[config.mk]
export PLATFORM = sky130hd
export DESIGN_NAME = uart_mmio
export DESIGN_NICKNAME = d
export VERILOG_FILES = /design/src/rtl/uart_pkg.sv /design/src/rtl/sync_fifo.sv /design/src/rtl/uart_mmio.sv
export SDC_FILE = /design/constraint.sdc
export NUM_CORES = 1
export LEC_CHECK = 0
export ABC_CLOCK_PERIOD_IN_PS = 4600
export BUFFER_PORTS_ARGS = -buffer_cell sky130_fd_sc_hd__buf_2
export CAP_MARGIN = 20
export CORE_ASPECT_RATIO = 0.7
export CORE_MARGIN = 1.5
export CORE_UTILIZATION = 30
export CTS_CLUSTER_DIAMETER = 50
export DETAILED_ROUTE_END_ITERATION = 16
export GPL_ROUTABILITY_DRIVEN = 1
export GPL_TIMING_DRIVEN = 0
export SYNTH_ARGS = -nofsm -noshare
export SYNTH_HDL_FRONTEND = slang
export SYNTH_SLANG_ARGS = --single-unit
[constraint.sdc]
create_clock -name clk -period 4.6 [get_ports clk]
set_input_delay 0.23 -clock clk [delete_from_list [all_inputs] [get_ports clk]]
set_output_delay 0.23 -clock clk [all_outputs]
set_load 0.01 [all_outputs]
[src/rtl/uart_pkg.sv]
// uart_pkg: register offsets, STATUS/CTRL bit indices and shared FSM state encoding for uart_mmio.
// Latency: n/a (types and constants only).
// Backpressure: n/a.
package uart_pkg;

    // Byte offsets inside the 16-byte UART window
    localparam logic [3:0] UART_TXDATA = 4'h0;
    localparam logic [3:0] UART_RXDATA = 4'h4;
    localparam logic [3:0] UART_STATUS = 4'h8;
    localparam logic [3:0] UART_CTRL   = 4'hC;

    // STATUS bit indices
    localparam int ST_RX_AVAIL  = 0;
    localparam int ST_RX_FULL   = 1;
    localparam int ST_TX_FULL   = 2;
    localparam int ST_TX_EMPTY  = 3;
    localparam int ST_TX_BUSY   = 4;
    localparam int ST_RX_OVR    = 5;
    localparam int ST_FRAME_ERR = 6;
    localparam int ST_PAR_ERR   = 7;
    localparam int ST_TX_OVF    = 8;

    // CTRL bit indices
    localparam int CT_TX_EN    = 0;
    localparam int CT_RX_EN    = 1;
    localparam int CT_SOFT_RST = 2;
    localparam int CT_PAR_EN   = 3;
    localparam int CT_PAR_ODD  = 4;
    localparam int CT_RXIE     = 5;
    localparam int CT_TXIE     = 6;
    localparam int CT_DIV_LSB  = 16;

    localparam logic [15:0] DIV_MIN = 16'd4;

    typedef enum logic [2:0] {
        S_IDLE,
        S_START,
        S_DATA,
        S_PARITY,
        S_STOP
    } uart_state_t;

    // Divisors below DIV_MIN leave too few clocks for the RX mid-bit sampling
    function automatic logic [15:0] clamp_div(input logic [15:0] d);
        return (d < DIV_MIN) ? DIV_MIN : d;
    endfunction

endpackage

[src/rtl/sync_fifo.sv]
// sync_fifo: single-clock FIFO, first-word fall-through (dout shows the head entry).
// Latency: a push is visible on dout / count the cycle after the pushing edge.
// Backpressure: push at full is dropped (full checked before same-cycle pop); pop at empty is a no-op.
// Ports: clk, rst (sync, active-high), push/din, pop/dout, full, empty, count.
module sync_fifo #(
    parameter int WIDTH = 8,
    parameter int DEPTH = 16
) (
    input  logic                     clk,
    input  logic                     rst,
    input  logic                     push,
    input  logic                     pop,
    input  logic [WIDTH-1:0]         din,
    output logic [WIDTH-1:0]         dout,
    output logic                     full,
    output logic                     empty,
    output logic [$clog2(DEPTH):0]   count
);
    localparam int AW    = $clog2(DEPTH);
    localparam int CNT_W = AW + 1;

    logic [WIDTH-1:0] r_mem [DEPTH];
    logic [AW-1:0]    r_wr_ptr;
    logic [AW-1:0]    r_rd_ptr;
    logic [CNT_W-1:0] r_count;
    logic             w_push_ok;
    logic             w_pop_ok;

    assign full      = (r_count == CNT_W'(DEPTH));
    assign empty     = (r_count == '0);
    assign count     = r_count;
    assign dout      = r_mem[r_rd_ptr];
    assign w_push_ok = push & ~full;
    assign w_pop_ok  = pop & ~empty;

    always_ff @(posedge clk) begin
        if (w_push_ok) begin
            r_mem[r_wr_ptr] <= din;
        end
    end

    always_ff @(posedge clk) begin
        if (rst) begin
            r_wr_ptr <= '0;
            r_rd_ptr <= '0;
            r_count  <= '0;
        end else begin
            // Pointers are DEPTH-sized (power of two) so they wrap naturally
            if (w_push_ok) r_wr_ptr <= r_wr_ptr + 1'b1;
            if (w_pop_ok)  r_rd_ptr <= r_rd_ptr + 1'b1;
            if (w_push_ok && !w_pop_ok)      r_count <= r_count + 1'b1;
            else if (!w_push_ok && w_pop_ok) r_count <= r_count - 1'b1;
        end
    end

endmodule

[src/rtl/uart_mmio.sv]
// uart_mmio: memory-mapped UART with TX/RX FIFOs, programmable divisor, parity, sticky errors and irq.
// Latency: register read data valid the cycle after the read edge; TXDATA write to line low = 2 edges.
// Backpressure: none on the bus; TX push at full and RX byte at full are dropped and flagged sticky.
// Ports: clk, rst; bus sel_uart/mem_write/mem_read/addr/write_data/readed_data; serial data_in_rx/data_out_tx; irq.
module uart_mmio
    import uart_pkg::*;
#(
    parameter int          FIFO_DEPTH = 16,
    parameter logic [15:0] DIV_RESET  = 16'd868,
    parameter int          STOP_BITS  = 1
) (
    input  logic        clk,
    input  logic        rst,
    input  logic        sel_uart,
    input  logic        mem_write,
    input  logic        mem_read,
    input  logic [3:0]  addr,
    input  logic [31:0] write_data,
    output logic [31:0] readed_data,
    input  logic        data_in_rx,
    output logic        data_out_tx,
    output logic        irq
);
    localparam int CW = $clog2(FIFO_DEPTH) + 1;

    // ---------------- register file ----------------
    logic        r_tx_en, r_rx_en, r_par_en, r_par_odd, r_rxie, r_txie, r_soft_rst;
    logic [15:0] r_div;
    logic [3:0]  r_sticky;      // {tx_ovf, par_err, frame_err, rx_ovr}
    logic        w_clr;
    logic [3:0]  w_reg;
    logic        w_wr_tx, w_wr_stat, w_wr_ctrl, w_rd, w_rd_rx;
    logic [31:0] w_status, w_ctrl;
    logic        w_unused;

    // soft_rst clears everything except CTRL one cycle after it is written
    assign w_clr     = rst | r_soft_rst;
    assign w_reg     = {addr[3:2], 2'b00};
    assign w_rd      = sel_uart & mem_read;
    assign w_wr_tx   = sel_uart & mem_write & (w_reg == UART_TXDATA);
    assign w_wr_stat = sel_uart & mem_write & (w_reg == UART_STATUS);
    assign w_wr_ctrl = sel_uart & mem_write & (w_reg == UART_CTRL);
    assign w_rd_rx   = w_rd & (w_reg == UART_RXDATA);

    // ---------------- FIFOs ----------------
    logic          w_tx_pop, w_tx_full, w_tx_empty;
    logic [7:0]    w_tx_dout;
    logic [CW-1:0] w_tx_count;
    logic          w_rx_push, w_rx_pop, w_rx_full, w_rx_empty;
    logic [7:0]    w_rx_dout, r_rx_shift;
    logic [CW-1:0] w_rx_count;

    assign w_rx_pop = w_rd_rx & ~w_rx_empty;

    sync_fifo #(.WIDTH(8), .DEPTH(FIFO_DEPTH)) u_tx_fifo (
        .clk(clk), .rst(w_clr), .push(w_wr_tx), .pop(w_tx_pop), .din(write_data[7:0]),
        .dout(w_tx_dout), .full(w_tx_full), .empty(w_tx_empty), .count(w_tx_count)
    );

    sync_fifo #(.WIDTH(8), .DEPTH(FIFO_DEPTH)) u_rx_fifo (
        .clk(clk), .rst(w_clr), .push(w_rx_push), .pop(w_rx_pop), .din(r_rx_shift),
        .dout(w_rx_dout), .full(w_rx_full), .empty(w_rx_empty), .count(w_rx_count)
    );

    // ---------------- TX engine ----------------
    uart_state_t r_tx_state, w_tx_nxt;
    logic [16:0] r_tx_cnt, w_tx_stop_len;
    logic [15:0] r_tx_div;
    logic [2:0]  r_tx_bit;
    logic [7:0]  r_tx_shift;
    logic        r_tx_par, r_tx_par_en, w_tx_line, w_tx_bit_end, w_tx_stop_end, w_tx_busy;

    assign w_tx_busy     = (r_tx_state != S_IDLE);
    assign w_tx_stop_len = 17'(STOP_BITS) * {1'b0, r_tx_div};
    assign w_tx_bit_end  = (r_tx_cnt == {1'b0, r_tx_div} - 17'd1);
    assign w_tx_stop_end = (r_tx_cnt == w_tx_stop_len - 17'd1);

    always_comb begin
        w_tx_nxt  = r_tx_state;
        w_tx_pop  = 1'b0;
        w_tx_line = 1'b1;
        case (r_tx_state)
            S_IDLE: begin
                if (r_tx_en && !w_tx_empty) begin
                    w_tx_pop = 1'b1;
                    w_tx_nxt = S_START;
                end
            end
            S_START: begin
                w_tx_line = 1'b0;
                if (w_tx_bit_end) w_tx_nxt = S_DATA;
            end
            S_DATA: begin
                w_tx_line = r_tx_shift[0];
                if (w_tx_bit_end && r_tx_bit == 3'd7) w_tx_nxt = r_tx_par_en ? S_PARITY : S_STOP;
            end
            S_PARITY: begin
                w_tx_line = r_tx_par;
                if (w_tx_bit_end) w_tx_nxt = S_STOP;
            end
            S_STOP: begin
                if (w_tx_stop_end) w_tx_nxt = S_IDLE;
            end
            default: w_tx_nxt = S_IDLE;
        endcase
    end

    always_ff @(posedge clk) begin
        if (w_clr) r_tx_state <= S_IDLE;
        else       r_tx_state <= w_tx_nxt;
    end

    always_ff @(posedge clk) begin
        if (w_clr) begin
            data_out_tx <= 1'b1;
            r_tx_cnt    <= '0;
            r_tx_bit    <= '0;
            r_tx_shift  <= '0;
            r_tx_par    <= 1'b0;
            r_tx_par_en <= 1'b0;
            r_tx_div    <= DIV_MIN;
        end else begin
            // Line is registered off the state, hence the extra edge from push to start bit
            data_out_tx <= w_tx_line;
            if (r_tx_state == S_IDLE) begin
                r_tx_cnt <= '0;
                r_tx_bit <= '0;
                if (w_tx_pop) begin
                    // Framing parameters are frozen for the whole frame
                    r_tx_shift  <= w_tx_dout;
                    r_tx_par    <= (^w_tx_dout) ^ r_par_odd;
                    r_tx_par_en <= r_par_en;
                    r_tx_div    <= clamp_div(r_div);
                end
            end else begin
                if (w_tx_nxt != r_tx_state || (r_tx_state == S_DATA && w_tx_bit_end)) r_tx_cnt <= '0;
                else                                                                  r_tx_cnt <= r_tx_cnt + 17'd1;
                if (r_tx_state == S_DATA && w_tx_bit_end) begin
                    r_tx_shift <= r_tx_shift >> 1;
                    r_tx_bit   <= r_tx_bit + 3'd1;
                end
            end
        end
    end

    // ---------------- RX engine ----------------
    uart_state_t r_rx_state, w_rx_nxt;
    logic        r_rx_s1, r_rx_s2, r_rx_s3;   // s1/s2 synchroniser, s3 edge history
    logic [15:0] r_rx_cnt, r_rx_div;
    logic [2:0]  r_rx_bit;
    logic        r_rx_pbit, r_rx_par_en, r_rx_par_odd;
    logic        w_rx_fall, w_rx_half, w_rx_bit_end;
    logic        w_ovr_evt, w_frame_evt, w_par_evt, w_tx_ovf_evt;

    assign w_rx_fall    = r_rx_s3 & ~r_rx_s2;
    assign w_rx_half    = (r_rx_cnt == (r_rx_div >> 1) - 16'd1);
    assign w_rx_bit_end = (r_rx_cnt == r_rx_div - 16'd1);

    always_comb begin
        w_rx_nxt    = r_rx_state;
        w_rx_push   = 1'b0;
        w_frame_evt = 1'b0;
        w_par_evt   = 1'b0;
        w_ovr_evt   = 1'b0;
        case (r_rx_state)
            S_IDLE:   if (r_rx_en && w_rx_fall) w_rx_nxt = S_START;
            // A start bit that is high again at mid-bit was a glitch
            S_START:  if (w_rx_half) w_rx_nxt = r_rx_s2 ? S_IDLE : S_DATA;
            S_DATA:   if (w_rx_bit_end && r_rx_bit == 3'd7) w_rx_nxt = r_rx_par_en ? S_PARITY : S_STOP;
            S_PARITY: if (w_rx_bit_end) w_rx_nxt = S_STOP;
            S_STOP: begin
                if (w_rx_bit_end) begin
                    w_rx_nxt = S_IDLE;
                    if (!r_rx_s2)                                                      w_frame_evt = 1'b1;
                    else if (r_rx_par_en && ((^r_rx_shift) ^ r_rx_pbit ^ r_rx_par_odd)) w_par_evt   = 1'b1;
                    else if (w_rx_full)                                                w_ovr_evt   = 1'b1;
                    else                                                               w_rx_push   = 1'b1;
                end
            end
            default: w_rx_nxt = S_IDLE;
        endcase
    end

    always_ff @(posedge clk) begin
        if (w_clr) r_rx_state <= S_IDLE;
        else       r_rx_state <= w_rx_nxt;
    end

    always_ff @(posedge clk) begin
        if (w_clr) begin
            {r_rx_s1, r_rx_s2, r_rx_s3} <= 3'b111;
            r_rx_cnt     <= '0;
            r_rx_div     <= DIV_MIN;
            r_rx_bit     <= '0;
            r_rx_shift   <= '0;
            r_rx_pbit    <= 1'b0;
            r_rx_par_en  <= 1'b0;
            r_rx_par_odd <= 1'b0;
        end else begin
            r_rx_s1 <= data_in_rx;
            r_rx_s2 <= r_rx_s1;
            r_rx_s3 <= r_rx_s2;
            if (r_rx_state == S_IDLE) begin
                r_rx_cnt     <= '0;
                r_rx_bit     <= '0;
                r_rx_div     <= clamp_div(r_div);
                r_rx_par_en  <= r_par_en;
                r_rx_par_odd <= r_par_odd;
            end else begin
                if (w_rx_nxt != r_rx_state || (r_rx_state == S_DATA && w_rx_bit_end)) r_rx_cnt <= '0;
                else                                                                  r_rx_cnt <= r_rx_cnt + 16'd1;
                if (r_rx_state == S_DATA && w_rx_bit_end) begin
                    r_rx_shift <= {r_rx_s2, r_rx_shift[7:1]};
                    r_rx_bit   <= r_rx_bit + 3'd1;
                end
                if (r_rx_state == S_PARITY && w_rx_bit_end) r_rx_pbit <= r_rx_s2;
            end
        end
    end

    // ---------------- CTRL / STATUS / read path / irq ----------------
    assign w_tx_ovf_evt = w_wr_tx & w_tx_full;

    assign w_status = {23'b0, r_sticky, w_tx_busy, w_tx_empty, w_tx_full, w_rx_full, ~w_rx_empty};
    assign w_ctrl   = {r_div, 9'b0, r_txie, r_rxie, r_par_odd, r_par_en, 1'b0, r_rx_en, r_tx_en};

    // write_data[15:9] and addr[1:0] have no register behind them
    assign w_unused = ^{write_data[15:9], addr[1:0], w_tx_count, w_rx_count};

    always_ff @(posedge clk) begin
        if (rst) begin
            r_tx_en    <= 1'b1;
            r_rx_en    <= 1'b1;
            r_par_en   <= 1'b0;
            r_par_odd  <= 1'b0;
            r_rxie     <= 1'b0;
            r_txie     <= 1'b0;
            r_div      <= DIV_RESET;
            r_soft_rst <= 1'b0;
        end else begin
            r_soft_rst <= w_wr_ctrl & write_data[CT_SOFT_RST];
            if (w_wr_ctrl) begin
                r_tx_en   <= write_data[CT_TX_EN];
                r_rx_en   <= write_data[CT_RX_EN];
                r_par_en  <= write_data[CT_PAR_EN];
                r_par_odd <= write_data[CT_PAR_ODD];
                r_rxie    <= write_data[CT_RXIE];
                r_txie    <= write_data[CT_TXIE];
                r_div     <= write_data[CT_DIV_LSB +: 16];
            end
        end
    end

    always_ff @(posedge clk) begin
        if (w_clr) begin
            r_sticky    <= '0;
            readed_data <= '0;
            irq         <= 1'b0;
        end else begin
            // Set term is OR-ed after the clear mask so a coincident event survives
            r_sticky <= (r_sticky & ~(w_wr_stat ? write_data[ST_TX_OVF:ST_RX_OVR] : 4'b0))
                      | {w_tx_ovf_evt, w_par_evt, w_frame_evt, w_ovr_evt};
            irq <= (r_rxie & ~w_rx_empty) | (r_txie & w_tx_empty & ~w_tx_busy);
            if (w_rd) begin
                case (w_reg)
                    UART_RXDATA: readed_data <= w_rx_empty ? 32'h0 : {24'h0, w_rx_dout};
                    UART_STATUS: readed_data <= w_status;
                    UART_CTRL:   readed_data <= w_ctrl;
                    default:     readed_data <= 32'h0;
                endcase
            end
        end
    end

endmodule

==> run_results.csv <==
group,metric,value,unit
run_status,status,"finished, final reports clean",
power,p_int,6.86,mW
floorplanning,die_area,66000,µm²
power,p_per_area,424,nW/µm²
sta,setup_violations,0,
layout,mostFrequentLayoutCell,"edfxtp_1",
layout,final_util,35.4,%
sta,slew_headroom,37.0,%
sta,timing.fmax,0.233,GHz
synth,synthCells,1594,
critical_path,start_kind,"flip-flop",
sta,tightest_slew,0.937,ns
synth,async_flop_share,0,%
hold_path,hp-class,"in2reg",
layout,final_cell_mix,"edfxtp_1, dfxtp_1, nand2_1",
sta,tns,0,ns
sta,timing_hold_violations_final,0,
grt,grt_antenna_before_repair,4,
power,sw_frac_of_total,27.9,%
detailed_routing,routed_via_density,5.05,
layout,fill_cells,6088,
clock_tree,clockRootBuffer,"clkbuf_16",
place,port_buffers,58,
critical_path,cp_max_fo,11,
sta,clock_skew,0.0248,ns
power,p_seq_share,46.4,%
clock_tree,clkTransAtPathRegs,0.07,ns
place,dp_slack,-0.709,ns
sta,finalCritPeriodShare,93.3,%
detailed_routing,totalWireLength,49300,µm
sta,slew_violations,0,
layout,drive_above_1_share,14.4,%
power,p_leak,7.55,nW
detailed_routing,vias,13111,
grt,grt_pass1_vias,12595,
critical_path,arrival,4.78,ns
critical_path,cp_slowest_cell,"fa_1",
sta,layout_setup_ws,0.306,ns
floorplanning,fp.dieH,215,µm
floorplanning,core-area,63500,µm²
sta,fin_crit,4.29,ns
floorplanning,row_count,77,
power,power_frac_clock,36.8,%
critical_path,r2r_cells,18,
place,place.gp.congestion,0.863,
critical_path,reg2reg_slack,0.31,ns
hold_path,worstHoldStart,"write_data[8]",
critical_path,worstPathCellList,"inv_1 > ha_1 > nor3b_4 > nand4_1 > xnor2_1 > nand4_1 > nor3_4 > nand4_1 > buf_4 > inv_1 > ha_1 > inv_1 > fa_1 > a21o_1 > a21oi_1 > xnor2_1 > or3_1 > a21oi_1",
grt,grt_max_degree,20,
detailed_routing,postRouteAntennaNets,0,
place,dpl-instance-area,20800,µm²
sta,rsz0062_at_grt,"no",
critical_path,r2r_end,"u_rx_fifo.count[4]",
synth,yosysUniqueCellTypes,77,
synth,ys_seq_area_share,59.3,%
run,max_cap_violations,0,
grt,grt_use_total,14.8,%
critical_path,worst_ep_required_time,5.09,ns
clock_tree,numCtsBuffers,43,
clock_tree,cts_tree,"yes",
place,dp_hpwl,35500,µm
power,power.switching,2.66,mW
detailed_routing,drtIter0Drc,1292,
synth,yosys_warnings,0,
floorplanning,top_level_ports,76,
place,dp.cells,2497,
hold_path,holdPathStages,4,
hold_path,holdPathEnd,"r_sticky[3]",
synth,synth_area,19300,µm²
clock_tree,clockBufferDepth,3,
critical_path,timing.rr.start,"r_rx_div[2]",
critical_path,slowest_delay,0.42,ns
layout,area_growth,16.1,%
floorplanning,start_util,30.5,%
clock_tree,cts.sinks,445,
clock_tree,clk-insertion-delay-late,0.57,ns
synth,syn_area_per_cell,12.1,µm²
synth,yosys_register_bits,445,
floorplanning,fp.dieW,306,µm
critical_path,crit_type,"reg2reg",
clock_tree,cts-htree-levels,2,
detailed_routing,drcViolationCount,0,
detailed_routing,drt-wirelength-per-cell,19.0,µm
layout,nets,1802,
layout,final_cell_area,22500,µm²
synth,synthFlopType,"edfxtp_1",
critical_path,cp-end-kind,"flip-flop",
power,pwr-share-comb,16.9,%
detailed_routing,drt_pass1_iterations,5,
synth,synth_edf_count,256,
grt,grt-ovfl-total,0,
grt,grt_first_pass_wirelength,75600,µm
power,ir_drop,0.294,mV
layout,final_cell_count_no_fill,2597,
-- routing by layer --
layer / vias to the layer above / wire length, µm / GRT usage, %
met4: 4 / 563 / 2.46
met5: - / 23 / 0
li1: 6101 / - / -
met2: 410 / 19400 / 20.1
met3: 55 / 4500 / 4.09
met1: 6541 / 24800 / 23.3
-- cells in the mapped netlist, types with 3 or more instances --
cell type	count	area share (%)
buf_2	3	0.078
nor3_1	37	0.96
or3_1	18	0.58
and2_1	19	0.61
mux2_2	3	0.17
a31oi_1	9	0.29
a211oi_1	13	0.50
ha_1	27	1.7
a21oi_1	95	2.5
and3_1	13	0.42
mux2i_1	24	1.2
clkbuf_1	72	1.4
xor2_1	46	2.1
o21ai_0	20	0.52
nor4b_1	3	0.14
a22oi_1	29	1.1
nand3b_1	10	0.39
buf_1	16	0.31
nand2_1	171	3.3
a221oi_1	7	0.32
buf_4	9	0.35
dfxtp_1	189	20
nor2_1	162	3.1
o31ai_1	3	0.12
xnor2_1	75	3.4
nand4_1	27	0.87
nor3b_1	3	0.12
mux4_2	72	8.4
a211o_1	5	0.23
or4_1	5	0.19
nor4_1	23	0.74
nand2b_1	8	0.26
nor2b_1	10	0.32
a21o_1	5	0.19
edfxtp_1	256	40
nand3_1	24	0.62
inv_1	32	0.62
-- final cells by class --
cell class / count / area, µm² / share of cell area, %
Sequential cell: 445 / 11500 / 51.1
Timing Repair Buffer: 88 / 556 / 2.47
Clock buffer: 56 / 1190 / 5.32
Buffer: 100 / 422 / 1.88
Clock inverter: 23 / 195 / 0.869
Antenna cell: 3 / 7.51 / 0.0334
Tap cell: 829 / 1040 / 4.62
Multi-Input combinational cell: 1020 / 7450 / 33.2
Inverter: 33 / 124 / 0.551
-- per-stage QoR --
| step | hold WS [ns] | power [mW] |
|---|---|---|
| floorplan | 0.329 | 5.60 |
| global placement | 0.395 | 6.03 |
| detailed placement | 0.396 | 6.07 |
| CTS | 0.00656 | 9.58 |
| global route | 0.00850 | 9.91 |
| finish | 0.0302 | 9.52 |
-- how the worst max path moves through the flow --
stage / start / endpoint / slack, ns / cells after the start
after CTS: r_rx_div[2] / u_rx_fifo.count[4] / 0.03 / 19
after floorplan: r_rx_div[1] / u_rx_fifo.count[4] / 0.61 / 18
after global placement: r_rx_div[2] / u_rx_fifo.r_mem[7][2] / -1.14 / 10
after detailed placement: r_rx_div[1] / u_rx_fifo.count[4] / -0.71 / 18
after global routing: r_rx_div[2] / u_rx_fifo.count[4] / 0.03 / 18
final: r_rx_div[2] / u_rx_fifo.count[4] / 0.31 / 18
-- critical path, delay by kind of cell, from the launching register on --
| kind | cells | cell delay (ns) |
|---|---|---|
| AOI/OAI and AO/OA | 3 | 0.50 |
| xor gates and xnor gates | 2 | 0.41 |
| adders and majority gates | 3 | 0.83 |
| buffers and inverters | 4 | 0.50 |
| DFF | 1 | 0.40 |
| and+or+nand+nor | 6 | 1.55 |
-- cell families after synthesis --
| logic type | synth area share, % |
|---|---|
| simple gates | 13.4 |
| buf+inv | 2.86 |
| mux | 9.80 |
| flops | 59.3 |
| compound gates | 7.17 |
| other cells | 0.0194 |
| xor+xnor | 5.48 |
| fa+ha+maj | 1.95 |
-- registers in the layout, summed over array words and instances (netlist names), 5 cells and up, named ones only --
signal / count
u_rx_fifo.count: 5
r_rx_div: 16
u_rx_fifo.r_mem: 128
r_tx_div: 16
r_div: 16
r_rx_shift: 8
r_rx_cnt: 16
r_tx_shift: 8
u_tx_fifo.count: 5
r_tx_cnt: 17
u_tx_fifo.r_mem: 128
readed_data: 25
-- power by group through the flow --
stage / registers [mW] / clock network [mW] / logic [mW]
final: 4.41 / 3.50 / 1.61
after global routing: 4.43 / 3.72 / 1.77
after CTS: 4.41 / 3.57 / 1.60
after detailed placement: 4.50 / 0 / 1.58
after global placement: 4.49 / 0 / 1.54
after floorplan: 4.46 / 0 / 1.14
-- what timing repair did --
item / CTS / global route
setup endpoints to repair: 50 / 4
resized for setup: 9 / 4
hold buffers: 17 / 0
endpoints found under the hold margin: 17 / 0
buffers inserted: 2 / 0
pin swaps: 1 / 0
No activity file was read; power rests on OpenSTA's default activity.
